===== src/rtl/word_stream_if.sv =====
// Ready/valid stream bundle for the word stream reverser: input side and reversed output side.
interface word_stream_if #(
    parameter int unsigned WORD_WIDTH = 8
);
    logic                  input_valid;
    logic                  input_ready;
    logic [WORD_WIDTH-1:0] input_data;
    logic                  output_valid;
    logic                  output_ready;
    logic [WORD_WIDTH-1:0] output_data;
    logic                  output_last;

    // Producer/consumer side: drives input words, accepts reversed words.
    modport master (
        output input_valid,
        output input_data,
        input  input_ready,
        input  output_valid,
        input  output_data,
        input  output_last,
        output output_ready
    );

    // Reverser side.
    modport slave (
        input  input_valid,
        input  input_data,
        output input_ready,
        output output_valid,
        output output_data,
        output output_last,
        input  output_ready
    );
endinterface


===== src/rtl/word_stream_reverser.sv =====
// Streaming word reverser: fills a WORD_COUNT-word block, then drains it last-in first-out.
module word_stream_reverser #(
    parameter int unsigned WORD_WIDTH = 8,
    parameter int unsigned WORD_COUNT = 4
) (
    input  logic         clock,
    input  logic         clear_n,
    word_stream_if.slave bus
);

    localparam int unsigned INDEX_WIDTH = (WORD_COUNT > 1) ? $clog2(WORD_COUNT) : 1;
    // Buffer is sized to the full index range so any index value addresses a real entry.
    localparam int unsigned DEPTH = 1 << INDEX_WIDTH;
    localparam logic [INDEX_WIDTH-1:0] LAST_INDEX = INDEX_WIDTH'(WORD_COUNT - 1);
    localparam logic [INDEX_WIDTH-1:0] ZERO_INDEX = '0;

    localparam logic [0:0] FILL  = 1'b0;
    localparam logic [0:0] DRAIN = 1'b1;

    logic [0:0]             state;
    logic [0:0]             state_next;
    logic [INDEX_WIDTH-1:0] index;
    logic [INDEX_WIDTH-1:0] index_next;
    logic [WORD_WIDTH-1:0]  buffer [DEPTH];

    logic                   ready_q;
    logic                   valid_q;
    logic                   last_q;
    logic [WORD_WIDTH-1:0]  data_q;
    logic                   ready_next;
    logic                   valid_next;
    logic                   last_next;
    logic [WORD_WIDTH-1:0]  data_next;

    logic                   in_fire;
    logic                   out_fire;

    // Handshakes use only registered flags, so no input reaches an output combinationally.
    assign in_fire  = bus.input_valid  && ready_q;
    assign out_fire = bus.output_ready && valid_q;

    assign bus.input_ready  = ready_q;
    assign bus.output_valid = valid_q;
    assign bus.output_last  = last_q;
    assign bus.output_data  = data_q;

    // State, index and registered output flags.
    always_ff @(posedge clock) begin
        if (!clear_n) begin
            state   <= FILL;
            index   <= '0;
            ready_q <= 1'b1;
            valid_q <= 1'b0;
            last_q  <= 1'b0;
            data_q  <= '0;
        end else begin
            state   <= state_next;
            index   <= index_next;
            ready_q <= ready_next;
            valid_q <= valid_next;
            last_q  <= last_next;
            data_q  <= data_next;
        end
    end

    // Next state, next index and the output values they imply.
    always_comb begin
        state_next = state;
        index_next = index;
        ready_next = 1'b1;
        valid_next = 1'b0;
        last_next  = 1'b0;
        data_next  = '0;

        case (state)
            FILL: begin
                if (in_fire) begin
                    if (index == LAST_INDEX) begin
                        state_next = DRAIN;
                    end else begin
                        index_next = index + INDEX_WIDTH'(1);
                    end
                end
            end
            DRAIN: begin
                if (out_fire) begin
                    if (index == ZERO_INDEX) begin
                        state_next = FILL;
                    end else begin
                        index_next = index - INDEX_WIDTH'(1);
                    end
                end
            end
            default: begin
                state_next = FILL;
                index_next = '0;
            end
        endcase

        ready_next = (state_next == FILL);
        valid_next = (state_next == DRAIN);
        last_next  = (state_next == DRAIN) && (index_next == ZERO_INDEX);
        // The last fill write lands in the slot drained first, so forward it into the output register.
        if (in_fire && (index_next == index)) begin
            data_next = bus.input_data;
        end else begin
            data_next = buffer[index_next];
        end
    end

    // Block buffer: written at the fill index on each accepted input word.
    always_ff @(posedge clock) begin
        if (!clear_n) begin
            for (int unsigned i = 0; i < DEPTH; i++) begin
                buffer[i] <= '0;
            end
        end else if (in_fire) begin
            buffer[index] <= bus.input_data;
        end
    end

endmodule

===== src/flat_wrapper.sv =====
// flat-port wrapper written by rule: the top's interface ports become plain ports
module word_stream_reverser_flat 
#(
    parameter int unsigned WORD_WIDTH = 8,
    parameter int unsigned WORD_COUNT = 4
)
  (clock, clear_n, bus_input_valid, bus_input_data, bus_input_ready, bus_output_valid, bus_output_data, bus_output_last, bus_output_ready);
  word_stream_if #(.WORD_WIDTH(WORD_WIDTH)) bus_i ();
  input  logic clock;
  input  logic clear_n;
  input wire logic [$bits(bus_i.input_valid)-1:0] bus_input_valid;
  input wire logic [$bits(bus_i.input_data)-1:0] bus_input_data;
  output wire logic [$bits(bus_i.input_ready)-1:0] bus_input_ready;
  output wire logic [$bits(bus_i.output_valid)-1:0] bus_output_valid;
  output wire logic [$bits(bus_i.output_data)-1:0] bus_output_data;
  output wire logic [$bits(bus_i.output_last)-1:0] bus_output_last;
  input wire logic [$bits(bus_i.output_ready)-1:0] bus_output_ready;
  assign bus_i.input_valid = bus_input_valid;
  assign bus_i.input_data = bus_input_data;
  assign bus_input_ready = bus_i.input_ready;
  assign bus_output_valid = bus_i.output_valid;
  assign bus_output_data = bus_i.output_data;
  assign bus_output_last = bus_i.output_last;
  assign bus_i.output_ready = bus_output_ready;
  word_stream_reverser #(.WORD_WIDTH(WORD_WIDTH), .WORD_COUNT(WORD_COUNT)) u_core (.clock(clock), .clear_n(clear_n), .bus(bus_i));
endmodule

===== config.mk =====
export PLATFORM = sky130hd
export DESIGN_NAME = word_stream_reverser_flat
export DESIGN_NICKNAME = d
export VERILOG_FILES = /design/src/rtl/word_stream_if.sv /design/src/rtl/word_stream_reverser.sv /design/src/flat_wrapper.sv
export SDC_FILE = /design/constraint.sdc
export NUM_CORES = 1
export LEC_CHECK = 0
export CELL_PAD_IN_SITES_DETAIL_PLACEMENT = 1
export CELL_PAD_IN_SITES_GLOBAL_PLACEMENT = 2
export CORE_MARGIN = 2
export CORE_UTILIZATION = 41
export DETAILED_ROUTE_END_ITERATION = 10
export PLACE_DENSITY_LB_ADDON = 0.25
export SLEW_MARGIN = 20
export SYNTH_ARGS = -nofsm -noshare
export SYNTH_HDL_FRONTEND = slang
export SYNTH_SLANG_ARGS = --single-unit

===== constraint.sdc =====
create_clock -name clock -period 4.5 [get_ports clock]
set_input_delay 0.9 -clock clock [delete_from_list [all_inputs] [get_ports clock]]
set_output_delay 0.9 -clock clock [all_outputs]
set_load 0.03 [all_outputs]

### Yosys cells after proc, flatten, opt, wreduce, memory -nomap -nowiden

Memories as Yosys holds them, arrays and structs flattened. A register that Yosys moved wholly into a read port is not among the register bits.
Index checks and enable logic that the tools add are counted.

| storage, ports and cells | value |
|---|---|
| bits in registers | 5 |
| latch bits | 0 |
| bits in writable memories | 32 |
| memory bits (read-only) | 0 |
| input port bits | 12 |
| logic and storage cells | 34 |
| memories kept | 1 |

Memories:

| name | words | bits a word | rd ports | clocked after Yosys merged registers in | write ports | RTL line | RTL |
|---|---|---|---|---|---|---|---|
| u_core.buffer | 4 | 8 | 1 | 1 | 4 | word_stream_reverser.sv:24 | `logic [WORD_WIDTH-1:0] buffer [DEPTH];` |

| cells by class | value |
|---|---|
| add/subtract/negate cells | 2 |
| multipliers | 0 |
| div/mod/pow operators | 0 |
| $lt $le $gt $ge | 0 |
| equal/unequal tests | 1 |
| shift operators | 0 |
| muxes and demuxes | 17 |
| bitwise gates (word level) | 2 |
| reductions and logical operators | 7 |

Operator list:

| kind | number |
|---|---|
| 2-bit two-way mux | 5 |
| 1-bit two-way mux | 9 |
| 8-bit two-way mux | 1 |
| 8-bit OR reduction | 1 |
| 2-bit zero test | 2 |
| 2-bit case mux with 2 select lines | 1 |
| 1-bit logical AND | 3 |
| 2-bit by 1-bit adder with 2-bit output, second input constant | 1 |
| 2-bit equality test, second input constant | 1 |
| 1-bit NOT | 2 |
| 1-bit case mux with 2 select lines | 1 |
| 2-bit by 1-bit subtractor with 2-bit output, second input constant | 1 |
| 1-bit zero test | 1 |

### Longest topological paths before layout

Gate-level depths: netlist of run 1.

| logic depth | value |
|---|---|
| depth in word-level cells | 6 |
| gate-level depth with buffers | 8 |
| depth with buffers taken out | 6 |

### Least setup slack after synthesis of run 1

OpenSTA, ideal clock, no wires.

| timing path | value |
|---|---|
| path type | input -> register |
| start | input port clear_n |
| end | memory u_core.buffer[2][0] (enable) |
| library setup time | 335 ps |
| arrival | 2018 ps |
| setup slack | 2147 ps |
| cell stages on the path | 4 |
| buffers on the path | 1 |
| cells stage by stage | buf_2 > inv_1 > nor4_1 > nand2b_1 |

RTL lines:

| what | RTL line | RTL |
|---|---|---|
| start, declared | flat_wrapper.sv:10 | `input logic clear_n;` |
| end, declared | word_stream_reverser.sv:24 |  |

### Final worst setup path of run 1

| timing path | value |
|---|---|
| start | input port bus_output_ready |
| end | register u_core.data_q[1], in the netlist u_core.bus.output_data[1], read port of u_core.buffer |

| on the way | value |
|---|---|
| cells in the longest elaborated chain, start to end | 3 |

Ends and longest elaborated chain:

| what | RTL line | RTL |
|---|---|---|
| start, declared | flat_wrapper.sv:17 | `input wire logic [$bits(bus_i.output_ready)-1:0] bus_output_ready;` |
| 1-bit logical AND | word_stream_reverser.sv:40 | `assign out_fire = bus.output_ready && valid_q;` |
| 2-bit two-way mux | word_stream_reverser.sv:86 | `if (out_fire) begin` |
| 2-bit case mux with 2 select lines | word_stream_reverser.sv:75 | `case (state)` |
| end, declared | word_stream_reverser.sv:29 | `logic [WORD_WIDTH-1:0] data_q;` |

No other way between the ends.
A chain may end at the register's enable or synchronous reset.

==> results of run 1 <==
logic make-up (layout without fill, tap and decap cells):
logic type | count (synthesis) | in the layout | share of synthesized area (%)
simple gates | 49 | 49 | 11.8
buf+inv | 20 | 45 | 5.65
mux | 26 | 26 | 14.8
compound gates | 18 | 18 | 7.86
flops | 45 | 45 | 59.9
state kept, by name, summed over array words and instances, names as in the netlist:
name,flops
u_core.bus.output_last,1
u_core.state,1
u_core.buffer,32
u_core.bus.input_ready,1
u_core.bus.output_data,8
u_core.index,2
worst max path at each step:
| stage | endpoint | slack, ns | cells past startpoint |
|---|---|---|---|
| floorplan | u_core.buffer[2][0]$_SDFFCE_PN0P_ | 2.15 | 4 |
| global placement | u_core.bus.output_data[5]$_SDFF_PN0_ | 1.41 | 6 |
| detailed placement | u_core.bus.output_data[1]$_SDFF_PN0_ | 1.32 | 6 |
| CTS | u_core.bus.output_data[1]$_SDFF_PN0_ | 1.65 | 6 |
| global route | u_core.bus.output_data[1]$_SDFF_PN0_ | 1.49 | 6 |
| finish | u_core.bus.output_data[1]$_SDFF_PN0_ | 1.62 | 6 |
cell usage in the layout (no fill, tap or decap), drive strengths merged:
cell type      synthesis  routed
or2                    1       1
nor2b                  2       2
clkdlybuf4s50          0      22
mux2i                 17      17
nor2                  20      20
and2                   8       8
dfxtp                 13      13
a21oi                  2       2
nand3                  1       1
mux2                   9       9
o22ai                  8       8
nand2                 13      13
nand2b                 2       2
o22a                   1       1
a31oi                  1       1
o21ai                  5       5
nor4                   2       2
a311o                  1       1
edfxtp                32      32
clkbuf                 0       8
buf                    8       3
inv                   12      12
power breakdown:
group	switching [mW]	internal, mW
Clock	0.132	0.125
Combinational	0.121	0.103
Sequential	0.0153	0.482
Total	0.268	0.710
synth_stat cells:
library cell	instances
mux2_4	8
and2_1	8
a31oi_1	1
dfxtp_1	13
nand3_1	1
a311o_1	1
mux2i_1	17
o22ai_2	8
nor2b_1	1
inv_1	12
or2_1	1
a21oi_1	2
nor2_1	20
buf_4	2
nor4_1	2
nor2b_2	1
o21ai_0	5
o22a_1	1
buf_2	2
nand2_1	11
mux2_2	1
edfxtp_1	32
nand2b_1	2
buf_6	4
nand2_4	2
final cells by class:
cell class / instances / area, um2 / share of cell area (%)
repair buffers: 25 / 243 / 10.2
clock buffers: 8 / 90.1 / 3.78
well taps: 67 / 83.8 / 3.52
inverters: 12 / 45.0 / 1.89
flip-flops and latches: 45 / 1220 / 51.2
multi-input cells: 93 / 702 / 29.4
routing by layer:
| layer | routed length [um] | GRT usage, % | vias to the layer above |
|---|---|---|---|
| met5 | 0 | 0 | - |
| met4 | 73 | 6.94 | 0 |
| met3 | 177 | 4.61 | 9 |
| met2 | 2200 | 31.5 | 27 |
| met1 | 1910 | 21.5 | 647 |
| li1 | - | - | 601 |
per-stage QoR:
stage	cells	power [mW]	cell area [um2]
2_1_floorplan	158	0.672	2040
3_3_place_gp	242	0.724	2290
3_5_place_dp	242	0.731	2290
4_1_cts	250	0.986	2380
5_1_grt	250	1.02	2380
6_report	250	0.978	2380
tightest hold or removal path, cell delays in order (launching register included):
cell     delay (ns)
dfxtp_1        0.39
nand2_1        0.09
nor4_1         0.05
==> results.py, run 1 <==
metrics = {
    "timing": {
        "worst_hold_slack_ns": 0.563,
        "max_freq_mhz": 347,
        "fin_ws_ns": 1.62,
        "final_max_slew_viol_count": 0,
        "finalSetupViolations": 0,
        "period_share_pct": 64.1,
        "skew_ns": 0.00513,
        "hold_viol_final": 0,
        "rsz0062_at_grt": "false",
        "tightest_slew_ns": 1.05,
        "setup_tns_ns": 0,
        "slew_headroom_pct": 29.9,
        "period_needed_ns": 2.88,
    },
    "place": {
        "hpwl_mm": 2.90,
        "post-place-ws_ns": 1.32,
        "portBuffers": 22,
        "gp_congestion": 0.739,
    },
    "clocking": {
        "cts_buffers": 5,
        "cts_hold_repair.buffers": 0,
        "cts_root_buf": "clkbuf_8",
        "cts_htree_levels": 2,
        "cts_tree": "yes",
        "clock_latency_ns": 0.29,
        "clk_pin_slew_ns": 0.08,
        "cts_resized": 0,
        "cts_max_path_buffers": 2,
        "cts_sinks": 45,
        "postCtsSetupBuffers": 0,
    },
    "logic_synthesis": {
        "avgSynthCellArea_um2": 12.9,
        "ys_seq_area_share_pct": 59.9,
        "yosys_warnings": 0,
        "syn_inst": 158,
        "synth-seq-cells": 45,
        "syn_nets": 170,
        "yosysTopAreaCellShare_pct": 47.1,
        "synth_cell_types": 25,
        "yosysTopAreaCell": "edfxtp_1",
        "netlist_area_um2": 2040,
        "synthTopCellsByArea": "edfxtp_1, dfxtp_1, mux2i_1",
    },
    "global_routing": {
        "grt_overflow": 0,
        "grt_usage_pct": 18.1,
        "grt_max_degree": 18,
        "grt_first_pass_wirelength_mm": 7.13,
        "grt_antenna_before_repair": 0,
        "grt_pass1_vias": 1405,
    },
    "floorplanning": {
        "row_count": 25,
        "core_area_um2": 4750,
        "die_w_um": 74.5,
        "ioPinCount": 23,
        "die_h_um": 74.5,
        "initial_core_util_pct": 42.9,
        "die-area_um2": 5550,
    },
    "routing": {
        "vias": 1284,
        "vias_per_cell": 5.14,
        "antenna_left": 0,
        "drtIter0Drc": 38,
        "drt_pass1_iterations": 4,
        "avgRoutedWirePerCell_um": 17.5,
        "wl_mm": 4.36,
        "drc": 0,
    },
    "hold_path": {
        "min_from": "u_core.state$_SDFF_PN0_",
        "hp-class": "reg2reg",
        "min_to": "u_core.bus.output_last$_SDFF_PN0_",
        "whs_path_depth": 2,
    },
    "power": {
        "p_leak_nw": 0.994,
        "irDropWorstVdd_v": 0.000147,
        "power_per_cell_area_nw_per_um2": 410,
    },
    "layout": {
        "fillers": 512,
        "nets": 194,
        "diodes": 0,
        "final_util_pct": 50.2,
        "area_growth_pct": 17.0,
        "drive_gt1_share_pct": 15.8,
    },
    "setup_path": {
        "start_kind": "primary input",
        "required_ns": 4.72,
        "critPathTopFamily": "compound AO/OA/AOI/OAI gates",
        "worst-path-buf-inv": 1,
        "reg2reg_from": "u_core.index[0]$_SDFF_PN0_",
        "crit_slowest_cell": "o22a_1",
        "crit_start": "bus_output_ready",
        "crit_path_end_kind": "flop",
        "slowest_delay_ns": 0.85,
        "r2r-end": "u_core.bus.output_data[1]$_SDFF_PN0_",
        "crit_chain": "clkdlybuf4s50_1 -> nor2b_2 -> o22a_1 -> mux2i_1 -> mux2_4 -> o22ai_2",
        "rr_worst_depth": 4,
        "cp.arrival_ns": 3.10,
        "rrSetupSlack_ns": 2.27,
        "critPathMaxFanout": 17,
        "path_class": "in2reg",
    },
    "job": {
        "max-cap-violations": 0,
    },
    "run_status": {
        "status": "completed",
    },
}
Power figures use the tool's default switching activity.
==> run 2: changes to the inputs <==
- CORE_UTILIZATION: 41 -> 34
- clock period: 4.5 -> 2.4 ns (I/O delays scaled with it)
==> run 2 against run 1 <==
Net effect: clock-buffer cell count down 3; cell area up 2.4%; power up 87%; non-clock buffer count up 5; routed wire length up 7.9%; core utilization down 8.4 points; clock skew up 0.0022 ns; register-to-register slack worse by 1.7 ns; sequential share of layout area down 1.2 points; highest routed layer unchanged; worst setup slack worse by 1.2 ns; sequential cell count unchanged.
==> results.py, run 2 (same netlist as run 1, synthesis figures left out) <==
metrics = {
    "run_status": {
        "status": "completed",
    },
    "power": {
        "p_total_mw": 1.83,
        "power_per_cell_area_nw_per_um2": 750,
        "irDropWorstVdd_v": 0.000286,
        "p_leak_nw": 1.02,
        "clock_power_share_pct": 25.1,
        "intPower_mw": 1.31,
        "switching_share_pct": 28.2,
        "pwr-share-comb_pct": 23.9,
        "seqPwrFrac_pct": 51.0,
        "switching_power_mw": 0.515,
    },
    "layout": {
        "area_growth_pct": 19.8,
        "fillers": 616,
        "drive_gt1_share_pct": 18.6,
        "final_area_um2": 2440,
        "diodes": 0,
        "final_cell_mix": "edfxtp_1, clkdlybuf4s50_1, nor2_1",
        "largest_reg_flops": 32,
        "regMostFlops": "u_core.buffer",
        "nets": 199,
        "finalNonFillerCells": 263,
        "final_common_cell": "edfxtp_1",
    },
    "global_routing": {
        "grt_antenna_before_repair": 0,
        "grt_pass1_vias": 1421,
        "grt_usage_pct": 16.2,
        "grt_first_pass_wirelength_mm": 7.60,
        "grt_max_degree": 18,
        "grt_overflow": 0,
    },
    "clocking": {
        "cts_max_path_buffers": 2,
        "postCtsSetupBuffers": 0,
        "clk_pin_slew_ns": 0.09,
        "cts_hold_repair.buffers": 0,
        "cts_tree": "yes",
        "cts_htree_levels": 2,
        "clock_latency_ns": 0.29,
        "cts_root_buf": "clkbuf_8",
        "cts_resized": 0,
        "cts_buffers": 5,
        "cts_sinks": 45,
    },
    "hold_path": {
        "hp-class": "reg2reg",
    },
    "setup_path": {
        "crit_slowest_cell": "clkdlybuf4s50_1",
        "start_kind": "flop",
        "crit_chain": "clkdlybuf4s50_1",
        "path_class": "reg2out",
        "required_ns": 1.92,
        "critPathMaxFanout": 8,
        "cp.arrival_ns": 1.51,
        "crit_path_end_kind": "primary output",
        "slowest_delay_ns": 0.73,
        "critPathTopFamily": "buffers and inverters",
        "worst-path-buf-inv": 1,
    },
    "floorplanning": {
        "die_h_um": 81.4,
        "die-area_um2": 6630,
        "ioPinCount": 23,
        "row_count": 28,
        "initial_core_util_pct": 34.8,
        "core_area_um2": 5850,
        "die_w_um": 81.4,
    },
    "timing": {
        "finalSetupViolations": 0,
        "tightest_slew_ns": 0.529,
        "rsz0062_at_grt": "false",
        "period_needed_ns": 1.99,
        "slew_headroom_pct": 64.6,
        "skew_ns": 0.00731,
        "hold_viol_final": 0,
        "setup_tns_ns": 0,
        "period_share_pct": 83.0,
        "final_max_slew_viol_count": 0,
        "max_freq_mhz": 502,
    },
    "routing": {
        "drc": 0,
        "avgRoutedWirePerCell_um": 17.9,
        "drt_pass1_iterations": 4,
        "wl_mm": 4.71,
        "vias_per_cell": 4.91,
        "antenna_left": 0,
        "vias": 1292,
        "drtIter0Drc": 42,
    },
    "place": {
        "gp_congestion": 0.757,
        "dp.cells": 255,
        "portBuffers": 22,
        "dpl_cell_area_um2": 2350,
        "hpwl_mm": 3.41,
    },
    "job": {
        "max-cap-violations": 0,
    },
}
run 2: cell types whose count changed in the layout (fill, tap and decap cells not counted):
cell and change:
clkinv_4 +1, o21ai_0 +1, buf_12 +1, clkbuf_1 -2, buf_4 +4, clkinv_2 +1
clkbuf_8 -1, clkinv_1 +1, o21ai_1 -1
run 2: per-stage QoR:
stage,setup WS [ns],util [%],hold slack (ns)
floorplan,0.467,-,0.503
CTS,0.382,41.7,0.583
finish,0.409,41.7,0.571
global route,0.328,41.7,0.604
global placement,0.188,40.2,0.547
detailed placement,0.106,40.2,0.556
run 2: worst paths after layout:
| kind | startpoint | endpoint | slack, ns | cells past startpoint |
|---|---|---|---|---|
| worst max register to register | u_core.index[0]$_SDFF_PN0_ | u_core.bus.output_data[0]$_SDFF_PN0_ | 0.60 | 5 |
| worst max-delay path | u_core.state$_SDFF_PN0_ | bus_output_valid | 0.41 | 1 |
| worst min register to register | u_core.state$_SDFF_PN0_ | u_core.bus.output_last$_SDFF_PN0_ | 0.57 | 2 |
| worst min-delay path | u_core.state$_SDFF_PN0_ | u_core.bus.output_last$_SDFF_PN0_ | 0.57 | 2 |
run 2: area by class of cell:
class / count / area (um2) / area share (%)
sequential: 45 / 1220 / 50.0
inverter: 12 / 45.0 / 1.85
multi-input combinational: 93 / 702 / 28.8
clock inverter: 3 / 17.5 / 0.718
timing repair buffer: 30 / 293 / 12.0
clock buffer: 5 / 68.8 / 2.82
tap: 75 / 93.8 / 3.84
run 2: power groups by stage:
stage               clock network (mW)  registers (mW)  logic (mW)
floorplan                            0           0.984       0.276
global placement                     0           0.948       0.433
detailed placement                   0           0.952       0.444
CTS                              0.473           0.935       0.446
global route                     0.496           0.941       0.475
finish                           0.459           0.933       0.438
run 2: layer usage:
layer | up-vias | track usage [%] | part of all wire, %
li1 | 607 | - | -
met2 | 24 | 30.4 | 56
met3 | 8 | 3.08 | 2.7
met1 | 653 | 18.1 | 40
met4 | 0 | 6.10 | 1.8
met5 | - | 0 | 0
==> run 3: changes to the inputs <==
- clock period: 2.4 -> 1.7 ns (I/O delays scaled with it)
==> run 3 against run 2 <==
Net effect: cell count is 4.6% higher; worst setup slack got worse by 0.34 ns; non-clock buffer count grew 12; sequential cell count stayed put; die area unchanged; sequential power grew 41%; clock skew down 0.0029 ns; largest cell class unchanged; largest power group unchanged.
==> results.py, run 3 (same netlist as run 1, synthesis figures left out) <==
metrics = {
    "routing": {
        "drc": 0,
        "wl_mm": 4.89,
        "vias": 1323,
        "drt_pass1_iterations": 4,
        "antenna_left": 0,
        "drtIter0Drc": 39,
        "vias_per_cell": 4.81,
        "avgRoutedWirePerCell_um": 17.8,
    },
    "power": {
        "p_total_mw": 2.84,
        "irDropWorstVdd_v": 0.000384,
        "power_per_cell_area_nw_per_um2": 1090,
        "p_leak_nw": 1.12,
    },
    "layout": {
        "final_common_cell": "edfxtp_1",
        "drive_gt1_share_pct": 26.5,
        "finalNonFillerCells": 275,
        "nets": 211,
        "regMostFlops": "u_core.buffer",
        "final_cell_mix": "edfxtp_1, nor2_1, clkdlybuf4s50_1, buf_4, mux2i_1",
        "fillers": 623,
        "diodes": 0,
        "area_growth_pct": 27.6,
        "final_area_um2": 2600,
        "largest_reg_flops": 32,
    },
    "timing": {
        "final_max_slew_viol_count": 0,
        "period_share_pct": 96.0,
        "max_freq_mhz": 613,
        "finalSetupViolations": 0,
        "setup_tns_ns": 0,
        "rsz0062_at_grt": "false",
        "tightest_slew_ns": 0.312,
        "period_needed_ns": 1.63,
        "slew_headroom_pct": 79.1,
        "hold_viol_final": 0,
        "skew_ns": 0.00440,
        "fin_ws_ns": 0.0674,
    },
    "place": {
        "hpwl_mm": 3.26,
        "dpl_cell_area_um2": 2440,
        "dp.cells": 266,
        "gp_congestion": 0.731,
        "portBuffers": 22,
        "post-place-ws_ns": -0.388,
    },
    "floorplanning": {
        "die_h_um": 81.4,
        "row_count": 28,
        "die_w_um": 81.4,
        "ioPinCount": 23,
        "initial_core_util_pct": 34.8,
        "core_area_um2": 5850,
        "die-area_um2": 6630,
    },
    "setup_path": {
        "path_class": "reg2reg",
        "cp.arrival_ns": 1.85,
        "critPathMaxFanout": 10,
        "required_ns": 1.92,
        "crit_start": "u_core.index[0]$_SDFF_PN0_",
        "reg2reg_from": "u_core.index[0]$_SDFF_PN0_",
        "crit_path_end_kind": "flop",
        "start_kind": "flop",
    },
    "global_routing": {
        "grt_first_pass_wirelength_mm": 7.68,
        "grt_pass1_vias": 1492,
        "grt_overflow": 0,
        "grt_usage_pct": 16.3,
        "grt_antenna_before_repair": 0,
        "grt_max_degree": 15,
    },
    "clocking": {
        "cts_sinks": 45,
        "clock_latency_ns": 0.29,
        "cts_root_buf": "clkbuf_8",
        "cts_htree_levels": 2,
        "postCtsSetupBuffers": 0,
        "clk_pin_slew_ns": 0.08,
        "cts_tree": "yes",
        "cts_max_path_buffers": 2,
        "cts_buffers": 5,
        "cts_hold_repair.buffers": 0,
    },
    "run_status": {
        "status": "completed",
    },
    "job": {
        "max-cap-violations": 0,
    },
    "hold_path": {
        "hp-class": "reg2reg",
        "min_from": "u_core.index[1]$_SDFF_PN0_",
    },
}
## run 3: cell count changes in the layout (fill, tap and decap cells not counted), sizes merged
cell,previous run,this run
buf,8,19
bufbuf,0,1
bufinv,0,1
clkbuf,5,6
clkdlybuf4s50,22,18
clkinv,3,1
dlygate4sd2,0,4
## run 3: area by class of cell
cell class                      instances  area [um2]  area share, %
Clock buffer                            6        72.6           2.79
Clock inverter                          2        35.0           1.35
Inverter                               12        45.0           1.73
Multi-Input combinational cell         93         722           27.8
Sequential cell                        45        1230           47.3
Tap cell                               75        93.8           3.61
Timing Repair Buffer                   42         403           15.5
## run 3: path summary, 6_finish.rpt
check	endpoint	slack, ns	depth (start not counted)
max	u_core.bus.output_data[4]$_SDFF_PN0_	0.07	6
min	u_core.bus.output_last$_SDFF_PN0_	0.49	1
max reg2reg	u_core.bus.output_data[4]$_SDFF_PN0_	0.07	6
min reg2reg	u_core.bus.output_last$_SDFF_PN0_	0.49	1
## run 3: timing repair
item                       4_1_cts  5_1_grt
gates cloned                     1        0
setup endpoints to repair       10        7
pin swaps                        0        1
resized for setup               10        2
## run 3: per-layer routing
layer	GRT usage (%)	vias up	share of wire, %
met2	30.4	20	54
met1	18.8	665	43
li1	-	633	-
met4	3.56	0	0.92
met3	3.74	5	2.5
met5	0	-	0
## run 3: worst max-delay path, cell delays in order (launching register included)
cell and delay [ns]:
dfxtp_4 0.42, a31oi_1 0.09, o22a_2 0.26, bufbuf_16 0.30, mux2i_1 0.12, mux2_4 0.26, o22ai_2 0.10
## run 3: metrics by stage
| step | util [%] | hold slack (ns) |
|---|---|---|
| floorplan | - | 0.503 |
| global placement | 41.8 | 0.536 |
| finish | 44.5 | 0.486 |
| detailed placement | 41.8 | 0.556 |
| global route | 44.5 | 0.511 |
| CTS | 44.4 | 0.521 |
## run 3: power breakdown
part           internal (mW)  leakage, nW  switching, mW
sequential              1.28        0.443         0.0428
clock                  0.437       0.0552          0.361
combinational          0.368        0.619          0.352
total                   2.08         1.12          0.756
